File: config.mk
export PLATFORM = sky130hd
export DESIGN_NAME = adder_pipe
export DESIGN_NICKNAME = d
export VERILOG_FILES = /design/src/rtl/adder_pipe.sv
export SDC_FILE = /design/constraint.sdc
export NUM_CORES = 1
export LEC_CHECK = 0
export CAP_MARGIN = 10
export CORE_MARGIN = 10
export CORE_UTILIZATION = 25
export CTS_BUF_LIST = sky130_fd_sc_hd__clkbuf_4 sky130_fd_sc_hd__clkbuf_8
export CTS_CLUSTER_SIZE = 10
export DETAILED_ROUTE_END_ITERATION = 8
export DONT_BUFFER_PORTS = 1
export GPL_TIMING_DRIVEN = 0
export SLEW_MARGIN = 20
export SYNTH_ARGS = -nofsm -noshare
export SYNTH_HDL_FRONTEND = slang
export SYNTH_SLANG_ARGS = --single-unit
File: constraint.sdc
create_clock -name clk -period 3.7 [get_ports clk]
set_input_delay 0.74 -clock clk [delete_from_list [all_inputs] [get_ports clk]]
set_output_delay 0.74 -clock clk [all_outputs]
set_load 0.02 [all_outputs]
File: src/rtl/adder_pipe.sv
// ============================================================================
// adder_pipe : WIDTH-bit adder split into STAGES carry-chained chunks,
//              one chunk per clock, with valid/ready flow control.
// Revision   : 1.0
// ============================================================================
`default_nettype none

module adder_pipe #(
  parameter int WIDTH  = 8,
  parameter int STAGES = 2
) (
  input  logic             clk,
  input  logic             rst,
  input  logic             in_valid,
  output logic             in_ready,
  input  logic [WIDTH-1:0] a,
  input  logic [WIDTH-1:0] b,
  input  logic             cin,
  input  logic             signed_mode,
  output logic             out_valid,
  input  logic             out_ready,
  output logic [WIDTH-1:0] sum,
  output logic             cout,
  output logic             ovf
);

  localparam int CW = WIDTH / STAGES;

  logic en;
  assign en       = ~out_valid | out_ready;
  assign in_ready = en;

  // Stage k keeps only the bits later stages still need: the finished low sum
  // chunks, and the operand chunks above its own.
  for (genvar k = 0; k < STAGES; k++) begin : g_stage
    localparam int REM = WIDTH - k * CW;
    localparam int HI  = (k + 1) * CW;

    logic           v_src;
    logic           c_src;
    logic           sm_src;
    logic [REM-1:0] a_src;
    logic [REM-1:0] b_src;
    logic [CW:0]    add_w;
    logic [HI-1:0]  sum_d;
    logic [HI-1:0]  sum_q;
    logic           v_q;
    logic           c_q;

    if (k == 0) begin : g_head
      assign v_src  = in_valid;
      assign c_src  = cin;
      assign sm_src = signed_mode;
      assign a_src  = a;
      assign b_src  = b;
      assign sum_d  = add_w[CW-1:0];
    end else begin : g_body
      assign v_src  = g_stage[k-1].v_q;
      assign c_src  = g_stage[k-1].c_q;
      assign sm_src = g_stage[k-1].g_fwd.sm_q;
      assign a_src  = g_stage[k-1].g_fwd.a_q;
      assign b_src  = g_stage[k-1].g_fwd.b_q;
      assign sum_d  = {add_w[CW-1:0], g_stage[k-1].sum_q};
    end

    assign add_w = {1'b0, a_src[CW-1:0]} + {1'b0, b_src[CW-1:0]} + {{CW{1'b0}}, c_src};

    always_ff @(posedge clk) begin
      if (rst) begin
        v_q   <= 1'b0;
        c_q   <= 1'b0;
        sum_q <= '0;
      end else if (en) begin
        v_q   <= v_src;
        c_q   <= add_w[CW];
        sum_q <= sum_d;
      end
    end

    if (k < STAGES - 1) begin : g_fwd
      logic [REM-CW-1:0] a_q;
      logic [REM-CW-1:0] b_q;
      logic              sm_q;

      always_ff @(posedge clk) begin
        if (rst) begin
          a_q  <= '0;
          b_q  <= '0;
          sm_q <= 1'b0;
        end else if (en) begin
          a_q  <= a_src[REM-1:CW];
          b_q  <= b_src[REM-1:CW];
          sm_q <= sm_src;
        end
      end
    end else begin : g_tail
      logic ovf_d;
      logic ovf_q;

      // Here a_src/b_src hold only the top chunk, so bit CW-1 is the operand MSB.
      assign ovf_d = sm_src ? ((a_src[CW-1] == b_src[CW-1]) & (sum_d[WIDTH-1] != a_src[CW-1]))
                            : add_w[CW];

      always_ff @(posedge clk) begin
        if (rst) begin
          ovf_q <= 1'b0;
        end else if (en) begin
          ovf_q <= ovf_d;
        end
      end
    end
  end

  assign out_valid = g_stage[STAGES-1].v_q;
  assign sum       = g_stage[STAGES-1].sum_q;
  assign cout      = g_stage[STAGES-1].c_q;
  assign ovf       = g_stage[STAGES-1].g_tail.ovf_q;

endmodule

`default_nettype wire
==> results.txt <==
----------------------------------------------------
[Global routing]
  Vias in the first global route ... roughly 1,000
  All-Layer GR Usage ... 7.50%
  First-pass GRT wire length ... 5.01 mm
  Largest net degree at the start of global routing ... 16
  Initial antenna violation count ... 0
  GRT Residual Overflow ... 0

[Timing]
  Number of setup violations in the final report ... 0
  Transition time at the pin with the least slew margin ... 0.461 ns
  Post-route minimum period ... 2.14 ns
  Hold violation total from the final report ... 0
  Share of the clock period used by the worst path after layout ... 57.8%
  Setup skew after layout ... 0.00470 ns
  Accumulated negative setup slack ... 0 ns
  Highest attainable clock frequency ... 468 MHz
  Unrepaired setup endpoints after global routing ... no
  Relative max-transition margin ... around 70%
  Final Max Slew Viols ... 0

[Run status]
  Result of the run ... complete, no violations

[Yosys]
  Net count of the mapped netlist ... 176
  Fraction of post-synthesis cell area in the top cell type by area ... 42.1%
  Synth area leader ... sky130_fd_sc_hd__dfxtp_1
  Ys async rst share ... 0%
  Synth Register Bits ... 26
  Number of enable-type register cells in the synthesized netlist ... 0
  Post-synth top flop ... sky130_fd_sc_hd__dfxtp_1
  Top area cells in the synthesized netlist ... sky130_fd_sc_hd__dfxtp_1, sky130_fd_sc_hd__nand2_1, sky130_fd_sc_hd__a21oi_1, sky130_fd_sc_hd__fa_1, sky130_fd_sc_hd__ha_1
  Most frequently used cell type in the post-synthesis netlist ... sky130_fd_sc_hd__nand2_1
  Post-Syn Area per Cell ... 8.59 sq um
  Sequential-to-total area share from yosys stat ... a little over two fifths
  Number of instances in the synthesized netlist ... around 140
  Count of unique library cells instantiated by Yosys ... 31
  Syn. warnings ... 0
  Top cell types by occurrence after synthesis ... sky130_fd_sc_hd__nand2_1, sky130_fd_sc_hd__dfxtp_1, sky130_fd_sc_hd__a21oi_1
  Area of the mapped netlist ... approximately 1200 sq um

[Final layout]
  Number of nets in the final layout ... between 150 and 200
  Number of inserted filler cells in the final layout ... 544
  Area grow syn2layout ... 12.5%
  Number of diodes ... 0
  Fraction of layout instances using a drive strength above 1 ... 8.11%
  Final core utilization ... 29.3%

[Clocking]
  Later-pin clock latency in the skew report ... around 0.27 ns
  Clock tree from TritonCTS ... yes
  Clock-pin slew on the worst setup and hold paths ... ~0.09 ns
  Clock tree buffer depth ... 2
  Number of clock sinks ... 26
  Clock root buffer master ... sky130_fd_sc_hd__clkbuf_8
  # H-tree levels ... 1
  Resized cells post-CTS ... 0
  Number of CTS-inserted buffers ... 3
  CTS Hold Bufs ... 0
  Number of buffers added for setup after CTS ... 0

[Placement]
  Final RePlAce weighted congestion ... approximately 0.81
  DP HPWL ... between 2 and 2.5 mm
  Port bufs ... 0

[Worst setup path]
  Critical Path Start Type ... register
  Critical path fanouts, max ... 10
  Kind of critical path ... register to primary output
  Worst Path Required ... between 2 and 3 ns
  Data arrival time of the critical path ... between 1 and 1.5 ns
  Crit path capture type ... primary output

[Drt]
  First-iteration detailed-routing DRC count ... 45
  Detailed-route vias per instance ... ~4.4
  Final routed wire length divided by cell count ... between 10 and 15 um
  Total number of vias ... 948
  Final WL ... approximately 2.9 mm
  First-pass iteration count of the detailed router ... 4
  Total DRC errors in the routed layout ... 0
  Remaining antenna violation count after routing ... 0

[Floorplan]
  Chip width ... roughly 90 um
  Core Area ... roughly 4800 sq um
  Effective utilization at floorplan ... about a quarter
  Count of pins on the block boundary ... 34
  Die span in y ... 90.4 um
  Std cell rows ... 25
  Total die area ... ~8200 sq um

[Min path]
  Hold WC Path Type ... register to register

[Power]
  Worst supply voltage drop on vdd ... approximately 0.16 mV
  Leakage component of the power ... around 0.00056 uW
  Pwr per Cell Area ... around 460 nW/um^2

[Flow run]
  Maximum Capacitance Violations ... 0

----------------------------------------------------
## registers in the layout, summed over array words and instances (netlist names)
signal              count
sum                     8
g_stage.g_fwd.a_q       4
g_stage.g_fwd.b_q       4
g_stage.sum_q           4
cout                    1
g_stage.c_q             1
g_stage.g_fwd.sm_q      1
g_stage.v_q             1
out_valid               1
ovf                     1
## layout by cell type, fill, tap and decap left out, types with 3 or more instances in the layout
| master | instances |
|---|---|
| sky130_fd_sc_hd__clkbuf_1 | 3 |
| sky130_fd_sc_hd__nor2_1 | 6 |
| sky130_fd_sc_hd__buf_2 | 3 |
| sky130_fd_sc_hd__clkbuf_8 | 3 |
| sky130_fd_sc_hd__a211oi_1 | 3 |
| sky130_fd_sc_hd__fa_1 | 4 |
| sky130_fd_sc_hd__nand2_1 | 37 |
| sky130_fd_sc_hd__a21oi_1 | 21 |
| sky130_fd_sc_hd__dfxtp_1 | 26 |
| sky130_fd_sc_hd__ha_1 | 6 |
| sky130_fd_sc_hd__inv_1 | 6 |
## logic make-up (layout without fill, tap and decap cells)
family | count (synthesis) | count (layout) | synth area share (%)
AO/OA/AOI/OAI | 36 | 36 | 18.7
XOR/XNOR | 2 | 2 | 1.42
adder cells (fa/ha/maj) | 10 | 10 | 12.5
buffers and inverters | 16 | 20 | 5.96
flip-flops | 26 | 26 | 42.1
AND/OR/NAND/NOR | 54 | 54 | 19.3
## power by group
| part | internal (uW) | switching [uW] | total, uW |
|---|---|---|---|
| Clock | 145 | 90.8 | 236 |
| Combinational | 36.2 | 42.8 | 79.0 |
| Sequential | 303 | 27.7 | 331 |
## critical path: stages, from the launching register on
cell                      delay, ns
sky130_fd_sc_hd__dfxtp_1       0.46
sky130_fd_sc_hd__nor2b_1       0.19
sky130_fd_sc_hd__buf_4         0.20
sky130_fd_sc_hd__inv_4         0.08
sky130_fd_sc_hd__buf_4         0.20
## metal layers
metal  routed length (um)  vias up  GRT usage, %
met5                    0        -             0
met4                   48        0          3.58
met3                  227        4          2.74
met2                 1460       20          12.6
met1                 1170      433          8.19
li1                     -      491             -
## final cells by class
cell class                      instances  area (sq um)  share of cell area, %
Multi-Input combinational cell        102           643                   46.2
Tap cell                               67          83.8                   6.02
Inverter                                8          32.5                   2.34
Clock buffer                            3          41.3                   2.96
Clock inverter                          1          30.0                   2.16
Sequential cell                        26           520                   37.4
Buffer                                  8          41.3                   2.96
## worst paths after layout
check	startpoint	end	slack, ns	depth (start not counted)
min reg2reg	g_stage[0].sum_q[2]	g_stage[0].sum_q[2]	0.45	2
min	g_stage[0].sum_q[2]	g_stage[0].sum_q[2]	0.45	2
max reg2reg	g_stage[0].g_fwd.a_q[0]	cout	2.12	6
max	out_valid	in_ready	1.56	4
## metrics by stage
step | area (sq um) | setup WS (ns) | power (uW) | hold WS, ns | std cells
3_5_place_dp | 1320 | 1.60 | 419 | 0.443 | 211
3_3_place_gp | 1320 | 1.60 | 417 | 0.441 | 211
5_1_grt | 1390 | 1.49 | 681 | 0.484 | 215
2_1_floorplan | 1240 | 1.75 | 399 | 0.432 | 144
6_report | 1390 | 1.56 | 646 | 0.455 | 215
4_1_cts | 1390 | 1.52 | 655 | 0.457 | 215
No activity file was read; power rests on OpenSTA's default activity.
